<file path="src/rtl/cmam_cmd_seq.sv">
// Register-command sequencer: buffers host read/write commands and replays them
// one at a time onto the CMAM register port with fixed spacing and read latency.
module cmam_cmd_seq #(
  parameter int DEPTH  = 4,
  parameter int RD_LAT = 2,
  parameter int GAP    = 1
) (
  input  logic                     clk,
  input  logic                     rstb,
  input  logic                     cmd_valid,
  output logic                     cmd_ready,
  input  logic                     cmd_wr,
  input  logic [6:0]               cmd_addr,
  input  logic [31:0]              cmd_wdata,
  output logic                     rsp_valid,
  output logic [6:0]               rsp_addr,
  output logic [31:0]              rsp_rdata,
  output logic [6:0]               addr,
  output logic [31:0]              data_wr,
  output logic                     wren,
  output logic                     rden,
  input  logic [31:0]              data_rd,
  output logic                     busy,
  output logic [$clog2(DEPTH):0]   fifo_level
);
  localparam int AW   = $clog2(DEPTH);
  localparam int LW   = AW + 1;
  localparam int CMAX = (RD_LAT > GAP) ? RD_LAT : GAP;
  localparam int CW   = (CMAX > 1) ? $clog2(CMAX) : 1;

  typedef struct packed {
    logic        wr;
    logic [6:0]  addr;
    logic [31:0] wdata;
  } cmd_t;

  typedef enum logic [1:0] {S_IDLE, S_ISSUE, S_WAIT, S_GAP} state_t;

  localparam state_t        AFTER  = (GAP == 0) ? S_IDLE : S_GAP;
  localparam logic [CW-1:0] GAP_LD = (GAP > 0) ? CW'(GAP - 1) : '0;
  localparam logic [CW-1:0] RD_LD  = CW'(RD_LAT - 1);

  cmd_t            mem_q [DEPTH];
  logic [AW-1:0]   wptr_q, rptr_q;
  logic [LW-1:0]   lvl_q;
  logic            rstb_q;
  logic            push, pop;
  cmd_t            head;

  state_t          state_q, state_d;
  logic [CW-1:0]   cnt_q, cnt_d;
  logic            iswr_q, iswr_d;
  logic [6:0]      addr_q, addr_d, rsp_addr_q, rsp_addr_d;
  logic [31:0]     wdata_q, wdata_d, rsp_rdata_q, rsp_rdata_d;
  logic            wren_q, wren_d, rden_q, rden_d, rsp_valid_q, rsp_valid_d;

  assign cmd_ready  = rstb_q & (lvl_q != LW'(DEPTH));
  assign push       = cmd_valid & cmd_ready;
  assign head       = mem_q[rptr_q];
  assign fifo_level = lvl_q;
  assign busy       = (lvl_q != '0) | (state_q != S_IDLE);

  // Storage needs no reset: pointers and level define what is valid.
  always_ff @(posedge clk) begin
    if (push) mem_q[wptr_q] <= '{wr: cmd_wr, addr: cmd_addr, wdata: cmd_wdata};
  end

  always_ff @(posedge clk) begin
    if (!rstb) begin
      wptr_q <= '0;
      rptr_q <= '0;
      lvl_q  <= '0;
      rstb_q <= 1'b0;
    end else begin
      rstb_q <= 1'b1;
      if (push) wptr_q <= wptr_q + AW'(1);
      if (pop)  rptr_q <= rptr_q + AW'(1);
      lvl_q <= lvl_q + LW'(push) - LW'(pop);
    end
  end

  always_comb begin
    state_d     = state_q;
    cnt_d       = cnt_q;
    iswr_d      = iswr_q;
    addr_d      = addr_q;
    wdata_d     = wdata_q;
    wren_d      = 1'b0;
    rden_d      = 1'b0;
    rsp_valid_d = 1'b0;
    rsp_addr_d  = rsp_addr_q;
    rsp_rdata_d = rsp_rdata_q;
    pop         = 1'b0;
    case (state_q)
      S_IDLE: begin
        if (lvl_q != '0) begin
          // Strobes are registered here so they are high exactly during ISSUE.
          pop     = 1'b1;
          addr_d  = head.addr;
          wdata_d = head.wdata;
          iswr_d  = head.wr;
          wren_d  = head.wr;
          rden_d  = ~head.wr;
          state_d = S_ISSUE;
        end
      end
      S_ISSUE: begin
        if (iswr_q) begin
          state_d = AFTER;
          cnt_d   = GAP_LD;
        end else begin
          state_d = S_WAIT;
          cnt_d   = RD_LD;
        end
      end
      S_WAIT: begin
        if (cnt_q == '0) begin
          rsp_valid_d = 1'b1;
          rsp_addr_d  = addr_q;
          rsp_rdata_d = data_rd;
          state_d     = AFTER;
          cnt_d       = GAP_LD;
        end else begin
          cnt_d = cnt_q - CW'(1);
        end
      end
      S_GAP: begin
        if (cnt_q == '0) state_d = S_IDLE;
        else             cnt_d   = cnt_q - CW'(1);
      end
      default: state_d = S_IDLE;
    endcase
  end

  always_ff @(posedge clk) begin
    if (!rstb) begin
      state_q     <= S_IDLE;
      cnt_q       <= '0;
      iswr_q      <= 1'b0;
      addr_q      <= '0;
      wdata_q     <= '0;
      wren_q      <= 1'b0;
      rden_q      <= 1'b0;
      rsp_valid_q <= 1'b0;
      rsp_addr_q  <= '0;
      rsp_rdata_q <= '0;
    end else begin
      state_q     <= state_d;
      cnt_q       <= cnt_d;
      iswr_q      <= iswr_d;
      addr_q      <= addr_d;
      wdata_q     <= wdata_d;
      wren_q      <= wren_d;
      rden_q      <= rden_d;
      rsp_valid_q <= rsp_valid_d;
      rsp_addr_q  <= rsp_addr_d;
      rsp_rdata_q <= rsp_rdata_d;
    end
  end

  assign addr      = addr_q;
  assign data_wr   = wdata_q;
  assign wren      = wren_q;
  assign rden      = rden_q;
  assign rsp_valid = rsp_valid_q;
  assign rsp_addr  = rsp_addr_q;
  assign rsp_rdata = rsp_rdata_q;

endmodule

</file>
<file path="config.mk">
export PLATFORM = sky130hd
export DESIGN_NAME = cmam_cmd_seq
export DESIGN_NICKNAME = d
export VERILOG_FILES = /design/src/rtl/cmam_cmd_seq.sv
export SDC_FILE = /design/constraint.sdc
export NUM_CORES = 1
export LEC_CHECK = 0
export CORE_MARGIN = 2
export CORE_UTILIZATION = 30
export CTS_BUF_LIST = sky130_fd_sc_hd__clkbuf_8
export DETAILED_ROUTE_END_ITERATION = 16
export PLACE_DENSITY_LB_ADDON = 0.1
export REMOVE_ABC_BUFFERS = 1
export SLEW_MARGIN = 15
export SYNTH_ARGS = -nofsm -noshare
export SYNTH_HDL_FRONTEND = slang
export SYNTH_SLANG_ARGS = --single-unit
</file>
<file path="constraint.sdc">
create_clock -name clk -period 2.3 [get_ports clk]
set_input_delay 0.46 -clock clk [delete_from_list [all_inputs] [get_ports clk]]
set_output_delay 0.46 -clock clk [all_outputs]
set_load 0.005 [all_outputs]
</file>
==> flow_summary.toml <==
[status]
run_status = "completed"

[drt]
drt-total-wl_mm = 21.6
drtIter0Drc = 202
firstDrtPassIters = 4
vias = 5395
routedWlPerCell_um = 18.2
vias_per_cell = 4.55
ant_nets = 0
drcViolationCount = 0

[clocking]
cts_root_buf = "clkbuf_8"
clockBufferDepth = 3
clkTransAtPathRegs_ns = 0.06
clk_latency_ns = 0.56
cts_tree = "done"
cts_htree_levels = 2
clkSinkCount = 255
cts-buffers-inserted = 45

[power_and_ir_drop]
ir_drop_mv = 0.456
p_comb_share_pct = 26.0
p_leak_nw = 4.23
clockPowerShare_pct = 29.3
p_sw_mw = 3.65
power.internal_mw = 9.41
pwr_density_cell_mw_per_mm2 = 1060
swShare_pct = 27.9
seqPwrFrac_pct = 44.7

[cells_and_area]
area_delta_synth_final_pct = 35.2
final_cell_mix = "edfxtp_1, clkdlybuf4s50_1, dfxtp_1"
nFillCells = 2731
multi_input_area_mm2 = 0.00225
layout.nets = 849
drive_above_1_share_pct = 18.8
layoutNonFillerInstCount = 1187
regArea_mm2 = 0.00672
final_common_cell = "edfxtp_1"
n_antenna_cell = 0

[logic_synthesis]
netlist-cell-type-count = 34
syn_area_mm2 = 0.00908
yosysSeqAreaShare_pct = 73.8
yosys.area.top_type = "edfxtp_1"
yosysWarnings = 0
synth.avg_cell_area_um2 = 16.5
synth_top_area_share_pct = 52.9
synth-seq-cells = 255
synth_area_leaders = "edfxtp_1, dfxtp_1, mux4_2, a22o_1, nand2_1"
netlist_instances = 552

[setup_path]
path_max_fanout = 3
start_kind = "register"
worstPathBufferInverterCount = 2
worstSetupPathDepth = 4
worst-setup-path-type = "reg -> out"
reg2regPathDepth = 11
crit_path_end_kind = "output pin"
slowest_delay_ns = 0.37
worstPathRequired_ns = 1.84
slowest_stage = "or3b_4"
cp_top_family = "simple AND/OR/NAND/NOR gates"
crit_chain = "buf_4, or3b_4, and2_4, clkdlybuf4s15_1"
cp.arrival_ns = 1.76

[place]
gp_congestion = 0.737
portBuffers = 160
hpwl_mm = 13.3
dp_slack_ns = -0.280
post-place-cells = 1099

[grt]
first_global_vias = 5663
grtUsageTotal_pct = 13.6
grt_pass1_wl_mm = 32.5
grt_max_degree = 43
antenna_found_initial = 2
grt-ovfl-total = 0

[worst_hold_path]
worstHoldPathCells = 2
min_path_type = "reg -> reg"

[run]
max-cap-violations = 0

[floorplanning]
fp.dieH_um = 178
die_area_mm2 = 0.0317
io_pins = 161
initial_utilization_pct = 30.6
placeableCoreArea_mm2 = 0.0297
rows = 63
die_w_um = 178

[timing]
finClkSkew_ns = 0.0293
slew_violations = 0
setup_viol = 0
slew_headroom_pct = 64.3
rsz0062_at_grt = "false"
setup_slack_ns = 0.0758
worst_slew_pin_slew_ns = 0.529
period_minus_slack_ns = 2.22
hold_violations = 0
finalCritPeriodShare_pct = 96.7
max_freq_mhz = 450
layout make-up:
cell class	instances	area share (%)
tap	390	3.98
timing repair buffer	193	15.9
sequential	255	54.7
clock buffer	48	5.38
clock inverter	34	1.38
multi-input combinational	258	18.3
inverter	9	0.275
state kept, by name, summed over array words and instances, names as in the netlist, named ones only:
signal,cells
addr,7
cnt_q,1
data_wr,32
fifo_level,3
iswr_q,1
mem_q,160
rden,1
rptr_q,2
rsp_addr,7
rsp_rdata,32
rsp_valid,1
rstb_q,1
state_q,2
wptr_q,2
wren,1
repair_timing:
action	in CTS	in global routing
pin swaps	1	2
setup buffers	5	1
hold buffers	0	0
setup endpoints to repair	3	1
gates resized for setup	18	4
per-layer routing:
metal  GRT usage, %  up-vias  wire [µm]
li1               -     2524          -
met3           4.41       40       1760
met2           22.6      183      10100
met1           16.8     2644       9330
met4           4.13        4        419
met5              0        -         24
power by group through the flow:
stage / combinational, mW / sequential, mW / clock, mW
2_1_floorplan: 1.41 / 5.97 / 0
3_3_place_gp: 3.28 / 5.91 / 0
3_5_place_dp: 3.31 / 5.93 / 0
4_1_cts: 3.43 / 5.85 / 3.98
5_1_grt: 3.72 / 5.92 / 4.21
6_report: 3.39 / 5.84 / 3.82
cells in the mapped netlist:
cell type and number:
and3_1 5, a21o_1 3, fa_1 1, nor3b_1 1
clkbuf_2 1, xor2_1 2, nand2b_1 1, or3b_1 1
nand3_1 4, xnor2_1 1, and2_1 4, dfxtp_1 95
inv_2 1, mux4_2 40, nor2_2 1, o21ai_0 4
o311ai_0 1, buf_6 2, inv_1 8, buf_2 8
clkbuf_1 15, or4b_1 1, o311a_1 1, ha_1 11
nor2b_1 1, buf_4 4, nor2_1 9, o31ai_2 1
nor3_1 2, a21oi_1 43, nor4_1 1, edfxtp_1 160
nand2_1 80, a22o_1 39
through the flow:
step           utilization, %  power (mW)  hold WS, ns  setup TNS, ns  area [µm²]
2_1_floorplan               -        7.38        0.448         -17.05        8930
3_3_place_gp             38.2        9.19        0.441         -0.205       11400
3_5_place_dp             38.2        9.24        0.446         -0.308       11400
4_1_cts                  41.2        13.3        0.434              0       12300
5_1_grt                  41.3        13.8        0.450              0       12300
6_report                 41.3        13.1        0.452              0       12300
path summary, 6_finish.rpt:
kind                      start             to  slack, ns
hold / removal      rsp_addr[4]    rsp_addr[4]       0.45
setup / recovery  fifo_level[1]      cmd_ready       0.08
setup reg to reg  fifo_level[1]  fifo_level[2]       0.16
hold reg to reg     rsp_addr[4]    rsp_addr[4]       0.45
cells by family after synthesis:
logic type / Yosys count / share of synthesized area, %
AOI/OAI and AO/OA: 92 / 6.94
xor gates and xnor gates: 3 / 0.289
adders and majority gates: 12 / 1.74
buffers and inverters: 39 / 2.07
DFF: 255 / 73.8
muxes: 40 / 9.92
and+or+nand+nor: 111 / 5.19
tightest hold or removal path, cell delays in order, from the launching register on:
cell and delay [ns]:
dfxtp_1 0.30, nand2_1 0.05, a21oi_1 0.05
(Power assumes the default switching activity.)
